**src/rtl/alt_mem_ddrx_id_tracker_pkg.sv**
```systemverilog
// Shared defaults for the DDRx controller ID tracker: ID width, ID count and
// the width of the per-command data-beat counter.
package alt_mem_ddrx_id_tracker_pkg;

  localparam int DEF_LIST_WIDTH = 3;
  localparam int DEF_LIST_DEPTH = 1 << DEF_LIST_WIDTH;
  localparam int DEF_BEAT_WIDTH = 4;

endpackage

```
**src/rtl/alt_mem_ddrx_id_tracker_penc.sv**
```systemverilog
// Lowest-set-bit priority encoder: reports whether any request bit is set and
// the index of the lowest one.
module alt_mem_ddrx_id_tracker_penc #(
  parameter int CTL_LIST_DEPTH = 8,
  localparam int IDX_W = (CTL_LIST_DEPTH > 1) ? $clog2(CTL_LIST_DEPTH) : 1
) (
  input  logic [CTL_LIST_DEPTH-1:0] req,
  output logic                      any,
  output logic [IDX_W-1:0]          index
);

  // NOTE: assign every output before the loop so no path through the block
  // leaves a value unassigned; otherwise a latch is inferred.
  always_comb begin
    any   = |req;
    index = '0;
    // Walk from the top down so the lowest set bit is the last one written.
    for (int i = CTL_LIST_DEPTH - 1; i >= 0; i--) begin
      if (req[i]) index = IDX_W'(i);
    end
  end

endmodule

```
**src/rtl/alt_mem_ddrx_id_tracker.sv**
```systemverilog
// Tracks controller command IDs from allocation through data-beat completion
// to return of the ID to the external free list.
module alt_mem_ddrx_id_tracker
  import alt_mem_ddrx_id_tracker_pkg::*;
#(
  parameter int CTL_LIST_WIDTH = DEF_LIST_WIDTH,
  parameter int CTL_LIST_DEPTH = DEF_LIST_DEPTH,
  parameter int CTL_BEAT_WIDTH = DEF_BEAT_WIDTH
) (
  input  logic                      ctl_clk,
  input  logic                      ctl_reset_n,
  input  logic                      cmd_valid,
  output logic                      cmd_ready,
  input  logic [CTL_BEAT_WIDTH-1:0] cmd_beats,
  output logic [CTL_LIST_WIDTH-1:0] cmd_id,
  input  logic                      list_get_entry_valid,
  output logic                      list_get_entry_ready,
  input  logic [CTL_LIST_WIDTH-1:0] list_get_entry_id,
  output logic                      list_put_entry_valid,
  input  logic                      list_put_entry_ready,
  output logic [CTL_LIST_WIDTH-1:0] list_put_entry_id,
  input  logic                      beat_valid,
  input  logic [CTL_LIST_WIDTH-1:0] beat_id,
  output logic [CTL_LIST_DEPTH-1:0] outstanding_vector,
  output logic [CTL_LIST_WIDTH:0]   outstanding_count,
  output logic                      err_beat
);

  logic [CTL_LIST_DEPTH-1:0] outstanding_q, outstanding_d;
  logic [CTL_LIST_DEPTH-1:0] pending_q, pending_d;
  logic [CTL_BEAT_WIDTH-1:0] beats_q [CTL_LIST_DEPTH];
  logic [CTL_BEAT_WIDTH-1:0] beats_d [CTL_LIST_DEPTH];
  logic [CTL_LIST_WIDTH:0]   count_q, count_d;
  logic                      err_q, err_d;

  logic                      alloc, beat_ok, retire, put_fire, put_any;
  logic [CTL_BEAT_WIDTH-1:0] beat_cnt, load_beats;
  logic [CTL_LIST_WIDTH-1:0] put_idx;

  assign cmd_ready            = list_get_entry_valid;
  assign list_get_entry_ready = cmd_valid;
  assign cmd_id               = list_get_entry_id;

  assign alloc      = cmd_valid & list_get_entry_valid;
  assign beat_cnt   = beats_q[beat_id];
  assign load_beats = (cmd_beats == '0) ? CTL_BEAT_WIDTH'(1) : cmd_beats;
  // A beat racing the allocation of its own ID cannot belong to that command.
  assign beat_ok    = beat_valid & outstanding_q[beat_id]
                    & ~(alloc & (beat_id == list_get_entry_id));
  assign retire     = beat_ok & (beat_cnt == CTL_BEAT_WIDTH'(1));
  assign put_fire   = put_any & list_put_entry_ready;

  alt_mem_ddrx_id_tracker_penc #(
    .CTL_LIST_DEPTH (CTL_LIST_DEPTH)
  ) u_put_penc (
    .req   (pending_q),
    .any   (put_any),
    .index (put_idx)
  );

  assign list_put_entry_valid = put_any;
  assign list_put_entry_id    = put_idx;
  assign outstanding_vector   = outstanding_q;
  assign outstanding_count    = count_q;
  assign err_beat             = err_q;

  // NOTE: combinational next-state logic uses blocking assignments so later
  // statements see earlier updates; the state registers below use <= only.
  always_comb begin
    outstanding_d = outstanding_q;
    pending_d     = pending_q;
    beats_d       = beats_q;
    count_d       = count_q;
    err_d         = err_q;

    // The put ID is pending and the retiring ID is outstanding, so they differ.
    if (put_fire) pending_d[put_idx] = 1'b0;

    if (beat_ok) begin
      if (retire) begin
        outstanding_d[beat_id] = 1'b0;
        beats_d[beat_id]       = '0;
        pending_d[beat_id]     = 1'b1;
      end else begin
        beats_d[beat_id] = beat_cnt - 1'b1;
      end
    end
    if (beat_valid && !beat_ok) err_d = 1'b1;

    if (alloc) begin
      outstanding_d[list_get_entry_id] = 1'b1;
      beats_d[list_get_entry_id]       = load_beats;
    end

    case ({alloc, retire})
      2'b10:   count_d = count_q + 1'b1;
      2'b01:   count_d = count_q - 1'b1;
      default: count_d = count_q;
    endcase
  end

  // NOTE: the beat-count array is reset along with the flags because a reset
  // may land mid-operation and stale counts would corrupt the next command.
  always_ff @(posedge ctl_clk or negedge ctl_reset_n) begin
    if (!ctl_reset_n) begin
      outstanding_q <= '0;
      pending_q     <= '0;
      count_q       <= '0;
      err_q         <= 1'b0;
      for (int i = 0; i < CTL_LIST_DEPTH; i++) beats_q[i] <= '0;
    end else begin
      outstanding_q <= outstanding_d;
      pending_q     <= pending_d;
      count_q       <= count_d;
      err_q         <= err_d;
      beats_q       <= beats_d;
    end
  end

endmodule

```
**config.mk**
```make
export PLATFORM = sky130hd
export DESIGN_NAME = alt_mem_ddrx_id_tracker
export DESIGN_NICKNAME = d
export VERILOG_FILES = /design/src/rtl/alt_mem_ddrx_id_tracker_pkg.sv /design/src/rtl/alt_mem_ddrx_id_tracker_penc.sv /design/src/rtl/alt_mem_ddrx_id_tracker.sv
export SDC_FILE = /design/constraint.sdc
export NUM_CORES = 1
export LEC_CHECK = 0
export ABC_AREA = 0
export CAP_MARGIN = 20
export CORE_UTILIZATION = 45
export DETAILED_ROUTE_END_ITERATION = 10
export PLACE_DENSITY = 0.78
export SLEW_MARGIN = 0
export SYNTH_ARGS = -nofsm -noshare
export SYNTH_HDL_FRONTEND = slang
export SYNTH_SLANG_ARGS = --single-unit
```
**constraint.sdc**
```tcl
create_clock -name ctl_clk -period 3 [get_ports ctl_clk]
set_clock_uncertainty 0.05 [all_clocks]
set_input_delay 0.3 -clock ctl_clk [delete_from_list [all_inputs] [get_ports ctl_clk]]
set_output_delay 0.3 -clock ctl_clk [all_outputs]
set_load 0.005 [all_outputs]
```
Word level (Yosys, flattened, before mapping). Index checks and enable logic that the tools add are counted. W data, S select, Z words.

Reduce and logical (&&, ||, !) cells: 10. Shift operators: 0. $mul: 0. Order comparisons: 10. Add/sub/neg operators: 3. Equality and inequality tests: 4. Div/mod/pow operators: 0. Bitwise gates (word level): 17. Muxes and demuxes: 36.

Operators by type and width (number): $mux W32 (3); $bwmux W32 (2); $mux W8 (6); $and A32 B32 Y32 (1); $not A32 Y32 (1); $demux W4 S3 (2); $mux W3 (8); $mux W4 (5); $and A8 B8 Y8 (2); $not A8 Y8 (2); $or A8 B8 Y8 (2); $bmux W4 S3 (1); $lt A3 B4 Y1 const B (3); $demux W1 S3 (3); $ge A3 B1 Y1 const B (3); $ge A4 B4 Y1 const B (2); $lt A4 B1 Y1 const B (2); $not A3 Y4 (2); $pmux W4 S2 (1); $reduce_or A8 Y1 (1); $sub A4 B1 Y4 const B (2); $and A1 B1 Y1 (6); $logic_and A1 B1 Y1 (6); $add A4 B1 Y4 const B (1); 10 further kinds (13).

Input port bits: 16. Output and inout port bits: 22. Latch bits: 0. Memories kept: 0. Register bits: 53. Word-level logic and storage cells: 92. RAM bits: 0. ROM bits: 0.

Longest topological paths before layout. Gate-level depths: netlist (run 1).

Depth in word-level cells: 18. Gate-level depth with buffers: 19. Depth with buffers taken out: 15.

Cells and area by module. From an unflattened synthesis (run 1), not the netlist that was laid out.

Cells, all modules: 333. Area total of the unflattened synthesis: 3219.3 um^2.

Modules (own cells, without submodules): alt_mem_ddrx_id_tracker (instances 1, sequential area each 1326.3 um^2, area an instance 3138.0 um^2, cells an instance 320); alt_mem_ddrx_id_tracker_penc (instances 1, sequential area each 0.0 um^2, area an instance 81.3 um^2, cells an instance 13).

Least setup slack after synthesis (run 1). Ideal clock, no wire load.

Path kind: input to register. Start point: in beat_id[1]. End point: reg count_q[3], in the netlist outstanding_count[3]. Arrival time: 3.480 ns. Path slack: -0.655 ns. Library setup time: 0.125 ns. Stages: 19. Path buffers: 4. Data required time: 2.825 ns. Path through: buf_2 > buf_2 > buf_2 > mux2i_1 > o21ai_0 > o21ai_0 > and2_1 > ha_1 > clkinv_1 > a2111oi_4 > nor2b_1 > buf_2 > ha_1 > ha_1 > a21o_1 > a21oi_1 > xnor2_1 > nor2_1 > xor2_1.

Longest elaborated chain between the ends: 8. Elaborated cells on any way between the ends: 17. Classes of those cells: 4 x eq/ne; 6 x mux; 6 x bitwise; 1 x reduce/logical.

Ends and longest elaborated chain: start, declared (line alt_mem_ddrx_id_tracker.sv:23) `input logic [CTL_LIST_WIDTH-1:0] beat_id,`; $not A3 Y4 (implied by the code) (line alt_mem_ddrx_id_tracker.sv:45) `assign beat_cnt = beats_q[beat_id];`; $bmux W4 S3 (line alt_mem_ddrx_id_tracker.sv:45); $mux W4 (implied by the code) (2 in a row) (line alt_mem_ddrx_id_tracker.sv:45); $eq A4 B1 Y1 (line alt_mem_ddrx_id_tracker.sv:50) `assign retire = beat_ok & (beat_cnt == CTL_BEAT_WIDTH'(1));`; $and A1 B1 Y1 (*) (line alt_mem_ddrx_id_tracker.sv:50); $eq A2 B1 Y1 / $eq A2 B2 Y1 (equally long branches) (line alt_mem_ddrx_id_tracker.sv:95) `case ({alloc, retire})`; $pmux W4 S2 / $reduce_bool A2 Y1 (equally long branches); end signal, assigned (line alt_mem_ddrx_id_tracker.sv:114) `count_q <= count_d;`; end, declared (line alt_mem_ddrx_id_tracker.sv:33) `logic [CTL_LIST_WIDTH:0] count_q, count_d;`.

Every way passes the cells marked *; elsewhere a longest branch is shown, timed or not. The select of a mux whose other input is x is not followed. A chain may end at the register's enable or synchronous reset.

Worst setup path in the final report (run 1). Same ends and word-level chain as after synthesis.

==> flow_metrics.tcl, run 1 <==
set metrics [dict create \
    status "completed" \
    core_area_mm2 0.00691 \
    cts_buffer_depth 2 \
    power_density_mw_per_mm2 698 \
    rsz0062_at_grt "true" \
    drt-wirelength-per-cell_um 16.4 \
    die_h_um 87.2 \
    path_cells "clkdlybuf4s15_1, buf_6, buf_6, and3b_1, a21oi_2, o221ai_2, ha_4, clkinv_4, a2111oi_4, nor2b_4, ha_4, ha_4, a21o_1, a21oi_2, xnor2_1, nor2_1, xor2_1" \
    antenna_found_initial 0 \
    hold_viol 0 \
    cpPeakStageDelay_ns 0.32 \
    start_kind "input port" \
    dr.first_iter.drc_count 206 \
    maxCapViolations 0 \
    synth-edff-count 0 \
    stdcell_count 551 \
    worstSetupPathType "in2reg" \
    cp_max_fo 8 \
    drt_wl_total_mm 9.03 \
    cts_sinks 53 \
    vias_per_cell 5.64 \
    cp_top_family "compound AO/OA/AOI/OAI gates" \
    grt_pass1_wl_mm 15.0 \
    numCtsBuffers 5 \
    antenna_left 0 \
    route.detailed.drc 0 \
    placementRows 30 \
    rr_worst_depth 15 \
    final_common_cell "buf_4" \
    drt_pass1_iterations 5 \
    synthDistinctLibCells 44 \
    syn_area_per_cell_um2 8.80 \
    drv_slew 0 \
    gp_congestion 0.904 \
    yosys_warnings 0 \
    crit_buf_inv 4 \
    initial_core_util_pct 47.2 \
    async_flop_share_pct 100 \
    htreeDepth 2 \
    synth_area_mm2 0.00326 \
    num_vias 3106 \
    n_antenna_cell 0 \
    grt_overflow 0 \
    reg2reg_slack_ns 0.09 \
    clkTransAtPathRegs_ns 0.10 \
    regArea_mm2 0.00133 \
    slowest_stage "a2111oi_4" \
    grt_max_degree 37 \
    fin_crit_sh_pct 98.1 \
    drive_above_1_share_pct 21.3 \
    worst_pin_slew_ns 0.640 \
    final_cell_mix "56 x buf_4, 53 x nand2_1, 53 x dfrtp_1" \
    grt_usage_pct 25.3 \
    root_buffer "clkbuf_8" \
    synth_nets 393 \
    die-area_mm2 0.00760 \
    portBuffers 37 \
    arrival_ns 3.12 \
    fin_ws_ns 0.0573 \
    dp_cells 529 \
    p_leak_nw 1.91 \
    synth-main-ff-cell "dfrtp_1" \
    synthToLayoutAreaGrowth_pct 32.4 \
    power_mw 3.02 \
    cts_tree "built" \
    netlist_instances 371 \
    layout.nets 476 \
    ios 38 \
    crit-reg2reg-launch "beats_q[13]" \
    r2r-end "outstanding_count[3]" \
    clock_latency_ns 0.31 \
    fin_crit_ns 2.94 \
    hold_ws_ns 0.396 \
    max_freq_ghz 0.340 \
    ys_seq_area_share_pct 40.6 \
    multiInputGateArea_mm2 0.00186 \
    min_path_type "in2async" \
    vdd_ir_drop_max_uv 300 \
    crit_top_cell "ha_4" \
    n_fill_cell 598 \
    critPathCaptureType "flip-flop" \
    cp_data_required_time_ns 3.18 \
    detailedPlace.worstSlack_ns -0.660 \
    ys_ff_latch 53 \
    grt_pass1_vias 3121 \
    die_x_um 87.2 \
    hpwl_mm 6.82 \
    final-setup-viol-count 0 \
    relSlewSlack_pct 57.2 \
]
-- registers in the layout (all words and copies together), names as in the netlist --
name / flops
err_beat: 1
outstanding_count: 4
outstanding_vector: 8
pending_q: 8
beats_q: 32
-- synth_stat cells (2+ instances only) --
library cell	count	share of area [%]
o21ai_0	20	3.1
nand3_1	5	0.77
buf_2	9	1.4
buf_4	6	1.4
nor2_1	52	6.0
ha_1	5	1.9
a21oi_1	28	4.3
and2_1	3	0.58
or2_2	2	0.38
a21o_1	10	2.3
xor2_1	5	1.3
clkbuf_1	6	0.69
dfrtp_1	53	41
nor2b_1	5	0.96
mux2i_1	24	7.4
nand2b_1	11	2.1
inv_1	9	1.0
nor3_1	15	2.3
nor3_2	2	0.61
nand2_1	53	6.1
o31ai_1	3	0.69
xnor2_1	2	0.54
mux4_2	4	2.8
a221oi_1	16	4.3
mux2_2	4	1.4
-- worst max-delay path by stage --
stage	start	endpoint	slack, ns	depth (start not counted)
floorplan	beat_id[1]	outstanding_count[3]	-0.27	19
global placement	beat_id[1]	outstanding_count[3]	-0.60	18
detailed placement	beat_id[0]	outstanding_count[3]	-0.66	18
CTS	beats_q[7]	outstanding_count[3]	-0.006	12
global route	beats_q[5]	outstanding_count[3]	-0.11	15
finish	beat_id[1]	outstanding_count[3]	0.06	17
-- area by class of cell --
class,instances,area share (%)
inverters,11,1.07
clock inverters,1,0.695
flip-flops and latches,53,30.7
multi-input cells,285,43.1
well taps,96,2.78
clock buffers,7,2.00
repair buffers,98,19.7
-- through the flow --
step | setup TNS (ns) | area [um2] | util (%)
detailed placement | -5.40 | 4040 | 58.5
finish | 0 | 4320 | 62.6
floorplan | -0.493 | 3330 | -
global route | -0.110 | 4320 | 62.6
CTS | -0.00608 | 4250 | 61.6
global placement | -3.95 | 4040 | 58.5
-- layer usage --
layer	up-vias	share of wire, %	track usage, %
met5	-	0	0
met4	0	1.7	9.84
met3	13	4.9	4.55
met2	107	48	41.6
met1	1518	45	33.3
li1	1468	-	-
-- power by group --
part	internal (mW)	leakage (nW)	switching, mW
registers	0.981	0.634	0.204
clock network	0.272	0.0585	0.233
logic	0.718	1.21	0.608
-- logic make-up (layout without fill, tap and decap cells) --
kind of cell               count (synthesis)  after routing  share of synthesized area, %
and+or+nand+nor                          155            155                          21.5
AOI/OAI and AO/OA                         85             85                          17.1
DFF                                       53             53                          40.6
buffers and inverters                     33            117                          4.83
muxes                                     32             32                          11.5
xor gates and xnor gates                   7              7                          1.88
adders and majority gates                  6              6                          2.53
-- repair_timing --
item | 4_1_cts | 5_1_grt
endpoints found under the hold margin | 17 | 0
pin swaps | 8 | 12
hold buffers | 1 | 0
gates resized for setup | 11 | 9
setup endpoints to repair | 3 | 3
buffers inserted | 8 | 6
(Power assumes the default switching activity.)
==> run 2, diff against run 1 <==
Settings changed: GPL_ROUTABILITY_DRIVEN set to 0.
==> run 2 against run 1 <==
- combinational power about the same
- first-iteration DRC count increased by 7.3%
- core utilization shrank 1.5 points
- sequential cell count stayed put
- sequential power is essentially flat
- worst setup slack gained 0.028 ns
- maximum frequency is 0.98% higher
- sequential share of layout area increased by 0.76 points
- wire length up 2.0%
- largest power group unchanged
==> flow_metrics.tcl, run 2 (synthesis gave the netlist of run 1 again) <==
set metrics [dict create \
    numCtsBuffers 5 \
    die-area_mm2 0.00760 \
    start_kind "input port" \
    ios 38 \
    grt_max_degree 31 \
    worst_pin_slew_ns 0.711 \
    stdcell_count 545 \
    arrival_ns 3.06 \
    crit_top_cell "ha_4" \
    antenna_found_initial 0 \
    worstSetupPathType "in2reg" \
    drt_wl_total_mm 9.21 \
    placementRows 30 \
    maxCapViolations 0 \
    hpwl_mm 6.84 \
    rsz0062_at_grt "true" \
    vdd_ir_drop_max_uv 254 \
    min_path_type "reg2reg" \
    p_leak_nw 1.86 \
    multiInputGateArea_mm2 0.00184 \
    drt-wirelength-per-cell_um 16.9 \
    die_h_um 87.2 \
    rr_worst_depth 15 \
    grt_usage_pct 25.4 \
    fin_crit_sh_pct 97.1 \
    grt_pass1_wl_mm 14.8 \
    grt_overflow 0 \
    cts_buffer_depth 2 \
    n_fill_cell 606 \
    num_vias 3119 \
    regMostFlops "beats_q" \
    status "completed" \
    final_cell_mix "53 x nand2_1, 53 x dfrtp_1, 52 x nor2_1" \
    grt_pass1_vias 2995 \
    critPathCaptureType "flip-flop" \
    clock_latency_ns 0.30 \
    largest_reg_flops 32 \
    clkTransAtPathRegs_ns 0.09 \
    antenna_left 0 \
    cp_max_fo 7 \
    root_buffer "clkbuf_8" \
    final_util_pct 61.1 \
    vias_per_cell 5.72 \
    cp_data_required_time_ns 3.14 \
    regArea_mm2 0.00133 \
    relSlewSlack_pct 52.4 \
    htreeDepth 2 \
    dr.first_iter.drc_count 221 \
    power_mw 2.88 \
    max_freq_ghz 0.343 \
    drive_above_1_share_pct 18.9 \
    core_area_mm2 0.00691 \
    fin_setup_tns_ns 0 \
    synthToLayoutAreaGrowth_pct 29.3 \
    cts_sinks 53 \
    cts_tree "built" \
    portBuffers 37 \
    drv_slew 0 \
    fin_crit_ns 2.91 \
    dp_cells 529 \
    slowest_stage "a2111oi_4" \
    power_density_mw_per_mm2 682 \
    initial_core_util_pct 47.2 \
    cpPeakStageDelay_ns 0.31 \
    n_antenna_cell 0 \
    layout.nets 470 \
    drt_pass1_iterations 5 \
    final-setup-viol-count 0 \
    die_x_um 87.2 \
    route.detailed.drc 0 \
    hold_viol 0 \
    min_path_cells 1 \
    path_cells "buf_2, bufbuf_16, buf_4, nand3_1, o21ai_0, nand2_1, and2_4, ha_4, clkinv_4, a2111oi_4, nor2b_4, ha_4, ha_4, a21o_1, a21oi_2, xnor2_1, nor2_1, xor2_1" \
]
-- run 2: through the flow --
stage          setup slack (ns)  instance area, um2  hold WS, ns
2_1_floorplan            -0.275                3330      -0.0456
3_3_place_gp             -0.590                4040        0.320
3_5_place_dp             -0.695                4040        0.325
4_1_cts                  0.0365                4230        0.422
5_1_grt                 -0.0651                4220        0.440
6_report                 0.0857                4220        0.416
-- run 2: worst max-delay path: cells and delay by family --
kind,cells,cell delay [ns]
compound gates,4,0.68
xor+xnor,2,0.29
fa+ha+maj,3,0.51
buf+inv,4,0.62
simple gates,5,0.66
-- run 2: path summary, 6_finish.rpt --
path / startpoint / endpoint / slack (ns)
min reg2reg: err_beat / err_beat / 0.42
min: err_beat / err_beat / 0.42
max: beat_id[0] / outstanding_count[3] / 0.09
max in group asynchronous: ctl_reset_n / outstanding_vector[1] / 1.61
min in group asynchronous: ctl_reset_n / beats_q[11] / 0.51
max reg2reg: beats_q[13] / outstanding_count[3] / 0.10
-- run 2: routing by layer --
layer | vias to the layer above | wire length, um | global-route usage (%) | part of all wire, %
li1 | 1458 | - | - | -
met1 | 1469 | 4040 | 34.8 | 44
met2 | 158 | 4310 | 41.3 | 47
met3 | 34 | 607 | 3.51 | 6.6
met4 | 0 | 246 | 9.24 | 2.7
met5 | - | 0 | 0 | 0
-- run 2: layout make-up --
type,count,area share [%]
Timing Repair Buffer,92,19.1
Sequential cell,53,31.4
Tap cell,96,2.85
Inverter,11,1.10
Multi-Input combinational cell,285,43.6
Clock buffer,8,1.90
-- run 2: where the power goes --
group          switching, mW  internal (mW)
Sequential             0.202          0.981
Clock                  0.228          0.167
Combinational          0.607          0.691
-- run 2: what timing repair did --
| item | CTS | global route |
|---|---|---|
| cloned | 2 | 1 |
| pin swaps | 9 | 11 |
| resized for setup | 11 | 3 |
| endpoints found under the setup margin | 3 | 1 |
| buffers inserted | 5 | 1 |
| hold buffers | 1 | 0 |
| hold endpoints to repair | 29 | 0 |
==> run 3, diff against run 2 <==
Settings changed: REMOVE_ABC_BUFFERS set to 1.
==> run 3 against run 2 <==
- sequential cell count is the same
- wire length increased by 5.3%
- die area unchanged
- total power rose by 5.9%
- sequential share of layout area decreased by 0.27 points
- largest power group unchanged
- critical endpoint unchanged
- largest cell class unchanged
- count of clock-buffer cells in the layout down 3
==> flow_metrics.tcl, run 3 (synthesis gave the netlist of run 1 again) <==
set metrics [dict create \
    status "completed" \
    drv_slew 0 \
    slowest_stage "dfrtp_1" \
    final_cell_mix "53 x nand2_1, 53 x dfrtp_1, 52 x nor2_1" \
    drive_above_1_share_pct 19.1 \
    die-area_mm2 0.00760 \
    cts_sinks 53 \
    final-setup-viol-count 0 \
    hold_viol 0 \
    cts_buffer_depth 2 \
    dr.first_iter.drc_count 344 \
    critPathCaptureType "flip-flop" \
    initial_core_util_pct 47.2 \
    htreeDepth 2 \
    drt-wirelength-per-cell_um 18.0 \
    max_freq_ghz 0.338 \
    fin_crit_sh_pct 98.6 \
    die_x_um 87.2 \
    drt_wl_total_mm 9.70 \
    regMostFlops "beats_q" \
    cpPeakStageDelay_ns 0.43 \
    place_area_mm2 0.00397 \
    n_antenna_cell 0 \
    fin_crit_ns 2.96 \
    final_area_mm2 0.00425 \
    worst_pin_slew_ns 0.587 \
    portBuffers 37 \
    p_leak_nw 1.87 \
    route.detailed.drc 0 \
    swShare_pct 36.1 \
    vdd_ir_drop_max_uv 376 \
    cts_tree "built" \
    relSlewSlack_pct 60.7 \
    vias_per_cell 5.89 \
    grt_pass1_vias 3122 \
    p_seq_share_pct 39.7 \
    num_vias 3180 \
    fin_ws_ns 0.0406 \
    power_mw 3.05 \
    crit_top_cell "ha_4" \
    path_cells "mux2i_1, o21ai_1, o21ai_2, and2_4, ha_4, inv_4, a2111oi_4, nor2b_4, ha_4, ha_4, a21o_1, a21oi_2, xnor2_1, nor2_1, xor2_1" \
    detailedPlace.worstSlack_ns -0.750 \
    p_comb_share_pct 43.6 \
    hpwl_mm 6.87 \
    maxCapViolations 0 \
    antenna_found_initial 0 \
    worstSetupPathType "reg2reg" \
    drt_pass1_iterations 5 \
    layout.nets 465 \
    p_int_mw 1.95 \
    grt_overflow 0 \
    numCtsBuffers 5 \
    grt_max_degree 28 \
    arrival_ns 3.12 \
    ios 38 \
    clock_power_share_pct 16.8 \
    cp_data_required_time_ns 3.16 \
    cp_max_fo 2 \
    final_util_pct 61.6 \
    placementRows 30 \
    clkTransAtPathRegs_ns 0.11 \
    root_buffer "clkbuf_8" \
    grt_usage_pct 27.2 \
    core_area_mm2 0.00691 \
    clock_latency_ns 0.32 \
    rsz0062_at_grt "true" \
    start_kind "flip-flop" \
    die_h_um 87.2 \
    min_path_type "in2async" \
    synthToLayoutAreaGrowth_pct 30.4 \
    largest_reg_flops 32 \
    antenna_left 0 \
    power_density_mw_per_mm2 716 \
    power.switching_mw 1.10 \
    grt_pass1_wl_mm 15.6 \
]
==> run 3: cell types whose count changed in the layout (fill, tap and decap cells not counted), moves of 2 or more <==
cell and change:
buf_2 -3, clkbuf_1 -3, inv_4 +2, buf_4 -4
==> run 3: what timing repair did <==
item                                    4_1_cts  5_1_grt
setup buffers                                 4        2
hold buffers                                  1        0
hold endpoints to repair                     21        0
pin swaps                                     3       12
gates cloned                                  1        0
gates resized for setup                      12       14
endpoints found under the setup margin        3        6
==> run 3: through the flow <==
stage	hold WS (ns)	cells	TNS (ns)
after global placement	0.246	524	-2.44
after global routing	0.471	540	-0.0928
after CTS	0.438	538	0
after floorplan	-0.0456	349	-0.423
after detailed placement	0.250	524	-4.36
final	0.430	540	0
==> run 3: per-layer routing <==
layer | vias to the layer above | track usage, % | wire, um
li1 | 1446 | - | -
met5 | - | 0 | 0
met4 | 0 | 11.2 | 321
met3 | 36 | 5.12 | 718
met2 | 163 | 46.9 | 4800
met1 | 1535 | 33.5 | 3860
==> run 3: critical path: cells and delay by family (launching register included) <==
family	cells	cell delay, ns
buffers and inverters	1	0.04
AND/OR/NAND/NOR	3	0.52
multiplexers	1	0.16
flip-flops	1	0.43
AO/OA/AOI/OAI	5	0.88
adder cells (fa/ha/maj)	3	0.51
XOR/XNOR	2	0.27
==> run 3: power by group through the flow <==
stage / Combinational [mW] / Clock (mW) / Sequential (mW)
after floorplan: 0.715 / 0 / 1.12
after CTS: 1.27 / 0.511 / 1.19
final: 1.33 / 0.511 / 1.21
after global placement: 1.18 / 0 / 1.18
after detailed placement: 1.23 / 0 / 1.20
after global routing: 1.44 / 0.543 / 1.23
==> run 3: area by class of cell <==
type / instances / area (um2)
fillers: 615 / 2650
multi-input cells: 285 / 1860
flip-flops and latches: 53 / 1330
repair buffers: 87 / 793
well taps: 96 / 120
clock buffers: 5 / 68.8
inverters: 11 / 46.3
clock inverters: 3 / 43.8
==> run 3: path summary, 6_finish.rpt <==
| kind | from | end | slack [ns] | cells after the start |
|---|---|---|---|---|
| worst max-delay path | beats_q[5] | outstanding_count[3] | 0.04 | 15 |
| max in group asynchronous | ctl_reset_n | beats_q[3] | 1.83 | 3 |
| worst min-delay path | ctl_reset_n | outstanding_vector[2] | 0.43 | 2 |
| min in group ctl_clk | outstanding_count[3] | outstanding_count[3] | 0.44 | 1 |
| worst max register to register | beats_q[5] | outstanding_count[3] | 0.04 | 15 |
| worst min register to register | outstanding_count[3] | outstanding_count[3] | 0.44 | 1 |
